$ cat config.mk
export PLATFORM = sky130hd
export DESIGN_NAME = vfpm_operand_loader
export DESIGN_NICKNAME = d
export VERILOG_FILES = /design/src/rtl/vfpm_operand_loader.sv
export SDC_FILE = /design/constraint.sdc
export NUM_CORES = 1
export LEC_CHECK = 0
export ABC_AREA = 1
export ABC_CLOCK_PERIOD_IN_PS = 3390
export CORE_UTILIZATION = 35
export CTS_CLUSTER_SIZE = 28
export DETAILED_ROUTE_END_ITERATION = 10
export HOLD_SLACK_MARGIN = 0.03
export PLACE_DENSITY = 0.7
export REMOVE_ABC_BUFFERS = 1
export SLEW_MARGIN = 20
export SYNTH_ARGS = -nofsm -noshare
export SYNTH_HDL_FRONTEND = slang
export SYNTH_SLANG_ARGS = --single-unit
$ cat constraint.sdc
create_clock -name clk -period 3.39 [get_ports clk]
set_clock_uncertainty 0.15 [all_clocks]
set_input_delay 0.8475 -clock clk [delete_from_list [all_inputs] [get_ports clk]]
set_output_delay 0.8475 -clock clk [all_outputs]
set_load 0.01 [all_outputs]
$ cat src/rtl/vfpm_operand_loader.sv
// rtl/vfpm_operand_loader.sv - streams A/B operand vectors into the FP multiplier register file
// Writes VEC_LEN A words then VEC_LEN B words, starts the multiplier and reports completion.
module vfpm_operand_loader #(
  parameter int DATA_W  = 32,
  parameter int VEC_LEN = 32,
  parameter int ADDR_W  = 7,
  parameter int A_BASE  = 0,
  parameter int B_BASE  = 32
) (
  input  logic              clk,
  input  logic              reset,
  input  logic              go,
  input  logic              in_valid,
  input  logic [DATA_W-1:0] in_data,
  output logic              in_ready,
  output logic              rf_we,
  output logic [ADDR_W-1:0] rf_waddr,
  output logic [DATA_W-1:0] rf_wdata,
  output logic              mult_start,
  input  logic              mult_done,
  output logic              busy,
  output logic              load_done
);

  localparam int CNT_W = (VEC_LEN > 1) ? $clog2(VEC_LEN) : 1;
  localparam logic [CNT_W-1:0]  CNT_LAST = CNT_W'(VEC_LEN - 1);
  localparam logic [ADDR_W-1:0] A_ADDR   = ADDR_W'(A_BASE);
  localparam logic [ADDR_W-1:0] B_ADDR   = ADDR_W'(B_BASE);

  typedef enum logic [2:0] {
    S_IDLE,
    S_LOAD_A,
    S_LOAD_B,
    S_FLUSH,
    S_START,
    S_WAIT,
    S_DONE
  } state_t;

  state_t            state;
  logic [CNT_W-1:0]  cnt;
  logic              xfer;
  logic              last;
  logic [ADDR_W-1:0] base;

  // in_ready is only ever high in LOAD_A/LOAD_B, so xfer implies a load state
  assign xfer = in_valid && in_ready;
  assign last = (cnt == CNT_LAST);
  assign base = (state == S_LOAD_B) ? B_ADDR : A_ADDR;

  always_ff @(posedge clk or posedge reset) begin
    if (reset) begin
      state      <= S_IDLE;
      cnt        <= '0;
      in_ready   <= 1'b0;
      rf_we      <= 1'b0;
      rf_waddr   <= '0;
      rf_wdata   <= '0;
      mult_start <= 1'b0;
      busy       <= 1'b0;
      load_done  <= 1'b0;
    end else begin
      rf_we      <= 1'b0;
      mult_start <= 1'b0;
      load_done  <= 1'b0;

      if (xfer) begin
        rf_we    <= 1'b1;
        rf_waddr <= base + ADDR_W'(cnt);
        rf_wdata <= in_data;
        cnt      <= last ? '0 : cnt + 1'b1;
      end

      case (state)
        S_IDLE: begin
          if (go) begin
            state    <= S_LOAD_A;
            cnt      <= '0;
            in_ready <= 1'b1;
            busy     <= 1'b1;
          end
        end
        S_LOAD_A: begin
          if (xfer && last) begin
            state <= S_LOAD_B;
          end
        end
        S_LOAD_B: begin
          if (xfer && last) begin
            state    <= S_FLUSH;
            in_ready <= 1'b0;
          end
        end
        // last B write is committed while in FLUSH, before start is seen
        S_FLUSH: begin
          state      <= S_START;
          mult_start <= 1'b1;
        end
        S_START: begin
          state <= S_WAIT;
        end
        S_WAIT: begin
          if (mult_done) begin
            state     <= S_DONE;
            load_done <= 1'b1;
          end
        end
        S_DONE: begin
          state <= S_IDLE;
          busy  <= 1'b0;
        end
        default: begin
          state    <= S_IDLE;
          in_ready <= 1'b0;
          busy     <= 1'b0;
        end
      endcase
    end
  end

endmodule

### Word-level counts from Yosys, hierarchy flattened

Cells that the tools add are included.

* $add $sub $neg: 2
* equality and inequality tests: 11
* muxes and demuxes: 18
* bitwise operators: 2
* reduce and logical (&&, ||, !) cells: 8

Operators with widths (count)
* $mux 5: 4
* $pmux 3 s6: 1
* $mux 3: 4
* $reduce_or 5->1: 2
* $eq 3x3->1 const B: 3
* $add 6x5->7: 1
* $eq 3x2->1 const B: 2
* $mux 1: 6
* $mux 6: 1
* $ne 2x2->1 const B: 3
* $add 5x1->5 const B: 1
* $eq 5x5->1 const B: 1
* $reduce_and 4->1: 1
* $eq 3x1->1 const B: 1
* $logic_not 3->1: 1
* $pmux 1 s3: 1
* $reduce_and 3->1: 1
* $logic_and 1x1->1: 2
* $ne 2x1->1 const B: 1
* $not 1->1: 2
* $pmux 1 s2: 1
* $reduce_and 2->1: 1

* bits in registers: 52
* word-level logic and storage cells: 50

### Longest topological paths before layout

Gate-level depths: netlist of the first run.

* depth in word-level cells: 5
* gate-level depth with buffers: 9
* mapped depth without buffers: 9

### Worst setup path before layout of the first run

OpenSTA, ideal clock, no wires.

* path type: in2reg
* start: in in_valid
* end: reg rf_waddr[4]
* setup time: 116 ps
* arrival time: 1367 ps
* data required time: 3124 ps
* slack: 1756 ps
* stages on the path: 6
* cell sequence: nand2_2 > inv_2 > buf_6 > buf_6 > nand2_1 > nand2_1

* longest elaborated chain between the ends: 1

RTL lines
* from (decl): RTL line 13 `input logic in_valid,`
* $logic_and 1x1->1: RTL line 47 `assign xfer = in_valid && in_ready;`
* to (signal assigned): RTL line 69 `rf_waddr <= base + ADDR_W'(cnt);`
* to (decl): RTL line 17 `output logic [ADDR_W-1:0] rf_waddr,`

No other way between the ends.
A chain may end at the register's enable or synchronous reset.

### Final worst setup path of the first run

* start: reg in_ready
* end: out in_ready

RTL lines
* from (decl): RTL line 15 `output logic in_ready,`
* from (signal assigned): RTL line 55 `in_ready <= 1'b0;`
* from (signal assigned): RTL line 79 `in_ready <= 1'b1;`
* from (signal assigned): RTL line 91 `in_ready <= 1'b0;`

No word-level cell between the ends.

==> metrics.md, run 1 <==
| Metric | Value |
|---|---|
| Initial DRC Count | between 80 and 90 |
| Routability congestion estimate | 0.765 |
| Final net count | 356 |
| Clock sinks | 51 |
| Final setup margin | 1.09 ns |
| Area after DPL | 2900 um2 |
| Period minus WS final | 2.30 ns |
| Max-cap viol count | 0 |
| RSZ-0062 raised after global routing | false |
| Final Cell Area | 3000 um2 |
| Min-delay src | rf_wdata[6] |
| Cell taking the most area after synthesis | dfrtp_1 |
| P per Cell Area | 343 nW/um2 |
| Hold-critical path depth | 2 |
| Sequential area share after synthesis | between 60% and 70% |
| Critical path arrival | 1.30 ns |
| Max-slew violations | 0 |
| Chip width | between 70 and 80 um |
| Largest net degree at the start of global routing | 46 |
| Crit path max fanout | 5 |
| Top post-synthesis cells by area | dfrtp_1 62%, nand2_1 25%, inv_1 2.0% |
| WS Path Type | reg2out |
| DIE AREA | 6210 um2 |
| Vias in the first global route | 1,650 |
| Syn Inst Count | ~240 |
| Most frequent cells in the layout | 135 x nand2_1, 79 x clkdlybuf4s50_1, 51 x dfrtp_1 |
| Vias per Instance | 4.44 |
| Via Count | 1,732 |
| CTS buffer count | 5 |
| Final Non-Filler Cells | 390 |
| DRT Pass-1 Iters | 4 |
| Worst reg2reg path depth | 9 |
| Worst r2r src | cnt[1] |
| Post-synth EDFFs | 0 |
| Setup_tns | 0 ns |
| PortBufs | 79 |
| Crit share post-route | 67.8% |
| HPWL Detailed | 3070 um |
| VDD IR max | 144 uV |
| Hold-fix buffers, CTS | 0 |
| Die Ht | 78.8 um |
| Rows | 27 |
| Status | completed |
| Area growth, synth to finish | 45.6% |
| Max incr delay on CP | ~0.57 ns |
| Startpoint Class | register |
| Mapped cell area | 2060 um2 |
| Global-route usage over all layers | 15.3% |
| Final Setup Violations | 0 |
| Yosys top cell area share | 61.9% |
| Share of cells above drive strength 1 | 4.40% |
| Crit-path cells | clkdlybuf4s50_1 |
| CTS tree | yes |
| R2R Setup Slk | 1.65 ns |
| Final hold violation count | 0 |
| Core Area | around 5600 um2 |
| Final core occ | 53.6% |
| RR Endpoint | in_ready |
| WHS | 0.334 ns |
| Delay-heaviest family, CP | buffers and inverters |
| Commonest non-fill, non-tap cell in the layout | nand2_1 |
| First-pass GRT wire length | about 7500 um |
| Htree depth | 2 |
| Worst-Skew Late Latency | 0.29 ns |
| Yosys reg bits | 51 |
| Clk slew on worst S/H paths | 0.09 ns |
| Synth warnings | 0 |
| Fmax | roughly 440 MHz |
| CP required | 2.39 ns |
| Power consumption | 1.03 mW |
| Remaining DRCs | 0 |
| Final wirelength | 4420 um |
| Post-CTS setup buffer count | 0 |
| Total grt overflow | 0 |
| WHS Endpoint | rf_wdata[6] |
| Routed Antenna Nets | 0 |
| Longest Clk Path Bufs | 2 |
| Lkg Pwr | 1.56 nW |
| Buf/Inv on CP | 1 |
| Fill count | roughly 530 |
| WL/cell | 11.3 um |
| Slowest CP cell | clkdlybuf4s50_1 |
| CTS root buf | clkbuf_8 |
| Synth unique cells | 20 |
| Cell total after placement | 382 |
| Starting Density | 36.8% |
| # IOs | 81 |
| Main synth FF type | dfrtp_1 |
| Post-synth ARST share | 100% |
| Initial antenna violation count | 0 |
| Place WS | 0.990 ns |
| Antenna Cells | 0 |
| Crit. End Element | output port |
| Hold WC Path Type | reg2reg |
| CTS resizes | 0 |
| Syn Area/Cell | 8.71 um2 |
## metal layers
layer	part of all wire, %	up-vias	track usage (%)
met1	48	792	20.9
met3	6.3	2	4.14
li1	-	880	-
met2	46	58	24.0
met4	0.23	0	3.89
met5	0	-	0
## cells in the mapped netlist, types with 2 or more instances
master,instances
nand2_1,135
dfrtp_1,51
inv_1,11
nor2_1,7
nand3_1,5
o21ai_0,5
buf_6,3
clkbuf_1,3
nand4_1,3
buf_2,2
ha_1,2
nand3b_1,2
## sequential cells by signal, indices dropped and copies added (netlist names)
register and count:
rf_wdata 32, rf_waddr 6, cnt 5, state 3
busy 1, in_ready 1, load_done 1, mult_start 1
rf_we 1
## worst max-delay path by stage
stage / startpoint / to / slack, ns / cells after the start
after floorplan: reset / busy / 1.16 / 1
after global placement: in_valid / cnt[3] / 1.01 / 8
after detailed placement: in_valid / rf_wdata[27] / 0.99 / 6
after CTS: in_ready / in_ready / 1.08 / 1
after global routing: in_ready / in_ready / 1.04 / 1
final: in_ready / in_ready / 1.09 / 1
## area by class of cell
| cell class | count | area (um2) | share of cell area, % |
|---|---|---|---|
| repair buffers | 82 | 813 | 27.1 |
| flip-flops and latches | 51 | 1280 | 42.5 |
| well taps | 72 | 90.1 | 3.00 |
| inverters | 12 | 45.0 | 1.50 |
| multi-input cells | 165 | 679 | 22.6 |
| clock buffers | 8 | 100 | 3.33 |
## cell families (layout without fill, tap and decap cells)
group	Yosys count	count (layout)	share of synthesized area (%)
buffers and inverters	21	102	5.22
other	1	1	0.182
adders and majority gates	2	2	1.21
and+or+nand+nor	154	154	29.3
xor gates and xnor gates	1	1	0.425
AOI/OAI and AO/OA	7	7	1.82
DFF	51	51	61.9
## worst min-delay path, stage by stage (launching register included)
cell and delay [ns]:
dfrtp_1 0.35, nand2_1 0.05, nand2_1 0.06
## power by group
group	internal, mW	switching (mW)	total, mW
clock network	0.186	0.182	0.368
logic	0.0369	0.0188	0.0558
registers	0.608	0	0.608
(Power assumes the default switching activity.)
==> run 2, diff against run 1 <==
--- a/config.mk
+++ b/config.mk
@@ -6,12 +6,12 @@
 export NUM_CORES = 1
 export LEC_CHECK = 0
 export ABC_AREA = 1
-export ABC_CLOCK_PERIOD_IN_PS = 3390
+export ABC_CLOCK_PERIOD_IN_PS = 2000
 export CORE_UTILIZATION = 35
 export CTS_CLUSTER_SIZE = 28
 export DETAILED_ROUTE_END_ITERATION = 10
 export HOLD_SLACK_MARGIN = 0.03
-export PLACE_DENSITY = 0.7
+export PLACE_DENSITY = 0.72
 export REMOVE_ABC_BUFFERS = 1
 export SLEW_MARGIN = 20
 export SYNTH_ARGS = -nofsm -noshare
==> constraint.sdc (replaced) <==
create_clock -name clk -period 2 [get_ports clk]
set_clock_uncertainty 0.15 [all_clocks]
set_input_delay 0.5 -clock clk [delete_from_list [all_inputs] [get_ports clk]]
set_output_delay 0.5 -clock clk [all_outputs]
set_load 0.01 [all_outputs]
==> run 2 against run 1 <==
  * Cell count increased by 0.51%
  * Global-route usage increased by 0.66 points
  * Clock-buffer cell count unchanged
  * Critical path depth unchanged
  * Via count increased by 2.2%
  * Routed wire length increased by 2.9%
  * Sequential cell count unchanged
==> metrics.md, run 2 (synthesis gave the netlist of run 1 again) <==
| Metric | Value |
|---|---|
| Crit. End Element | output port |
| Largest net degree at the start of global routing | 52 |
| P per Cell Area | 577 nW/um2 |
| Power consumption | 1.76 mW |
| First-pass GRT wire length | just under 8000 um |
| Area growth, synth to finish | 47.6% |
| Max reg flops | 32 |
| Most frequent cells in the layout | 135 x nand2_1, 79 x clkdlybuf4s50_1, 50 x dfrtp_1 |
| Min-delay src | rf_wdata[15] |
| Delay-heaviest family, CP | buffers and inverters |
| Remaining DRCs | 0 |
| # IOs | 81 |
| Global-route usage over all layers | 15.9% |
| Sw frac | between 10% and 20% |
| Hold-fix buffers, CTS | 0 |
| Final Setup Violations | 0 |
| Final net count | 358 |
| Clock sinks | 51 |
| Slowest CP cell | clkdlybuf4s50_1 |
| Crit-path cells | clkdlybuf4s50_1 |
| WL/cell | between 10 and 15 um |
| Starting Density | 36.8% |
| Period minus WS final | 1.91 ns |
| Clk slew on worst S/H paths | 0.09 ns |
| Largest regs | rf_wdata x32, rf_waddr x6, cnt x5 |
| Commonest non-fill, non-tap cell in the layout | nand2_1 |
| Switching power | 0.345 mW |
| Worst-Skew Late Latency | 0.30 ns |
| WHS Endpoint | rf_wdata[15] |
| CTS tree | yes |
| Worst reg2reg path depth | 9 |
| Core Area | about 5600 um2 |
| Vias in the first global route | 1,732 |
| Vias per Instance | between 4 and 5 |
| Critical path arrival | 1.26 ns |
| Crit path max fanout | 5 |
| Total grt overflow | 0 |
| CTS root buf | clkbuf_8 |
| Gate power share | 5.5% |
| Buf/Inv on CP | 1 |
| Clock share of power | 35.8% |
| Die Ht | approximately 80 um |
| Antenna Cells | 0 |
| Final hold violation count | 0 |
| Htree depth | 2 |
| Hold WC Path Type | reg2reg |
| Routed Antenna Nets | 0 |
| Status | completed |
| RSZ-0062 raised after global routing | false |
| VDD IR max | 258 uV |
| Startpoint Class | register |
| Rows | 27 |
| Initial antenna violation count | 0 |
| Setup_tns | 0 ns |
| Initial DRC Count | 52 |
| Hold-critical path depth | 2 |
| Post-CTS setup buffer count | 0 |
| WP depth | 1 |
| Lkg Pwr | 1.58 nW |
| Crit share post-route | a little over nine tenths |
| CP required | roughly 1.4 ns |
| PortBufs | 79 |
| DIE AREA | 6210 um2 |
| Max incr delay on CP | 0.55 ns |
| Via Count | 1,770 |
| Worst r2r src | cnt[1] |
| Routability congestion estimate | 0.702 |
| Most flops, register | rf_wdata |
| Max-cap viol count | 0 |
| DRT Pass-1 Iters | 4 |
| Fmax | 522 MHz |
| Final wirelength | 4550 um |
| R2R Setup Slk | 0.33 ns |
| Share of cells above drive strength 1 | about 5.3% |
| Longest Clk Path Bufs | 2 |
| CTS buffer count | 5 |
| HPWL Detailed | roughly 3200 um |
| Pint | 1.41 mW |
| RR Endpoint | in_ready |
| Seq pwr share | 58.6% |
| WS Path Type | reg2out |
| Chip width | 78.8 um |
| Max-slew violations | 0 |
==> run 2: repair_timing <==
| action | in CTS | in global routing |
|---|---|---|
| gates resized for setup | 0 | 1 |
| setup endpoints to repair | 0 | 1 |
| hold endpoints to repair | 0 | 0 |
==> run 2: per-stage QoR <==
stage	setup WS (ns)	utilization, %	area [um2]	cells	hold WS (ns)
2_1_floorplan	0.120	-	2000	228	0.320
3_3_place_gp	0.0947	52.5	2940	384	0.311
3_5_place_dp	0.0463	52.5	2940	384	0.314
4_1_cts	0.0306	54.3	3040	392	0.336
5_1_grt	0.0350	54.3	3050	392	0.361
6_report	0.0850	54.3	3050	392	0.335
==> run 2: power by group through the flow <==
stage          Combinational, mW  Sequential (mW)  Clock, mW
6_report                  0.0972             1.03      0.629
3_3_place_gp              0.0993             1.05          0
3_5_place_dp              0.0987             1.05          0
5_1_grt                    0.106             1.03      0.702
2_1_floorplan             0.0162             1.05          0
4_1_cts                   0.0997             1.03      0.656
==> run 2: per-layer routing <==
metal | vias up | wire length, um | GRT usage [%]
met3 | 6 | 334 | 4.71
met2 | 59 | 2160 | 27.0
li1 | 878 | - | -
met5 | - | 0 | 0
met4 | 0 | 31 | 4.44
met1 | 827 | 2020 | 19.7
==> run 2: final cells by class <==
class	instances	area (um2)
Clock buffer	8	100
Fill cell	505	2560
Inverter	12	45.0
Multi-Input combinational cell	165	679
Sequential cell	51	1280
Tap cell	72	90.1
Timing Repair Buffer	84	853
==> run 2: worst max path at each step <==
stage	slack, ns	startpoint	end
global placement	0.09	in_valid	cnt[2]
floorplan	0.12	reset	busy
detailed placement	0.05	in_valid	rf_wdata[21]
CTS	0.03	in_ready	in_ready
finish	0.09	in_ready	in_ready
global route	0.03	in_ready	in_ready
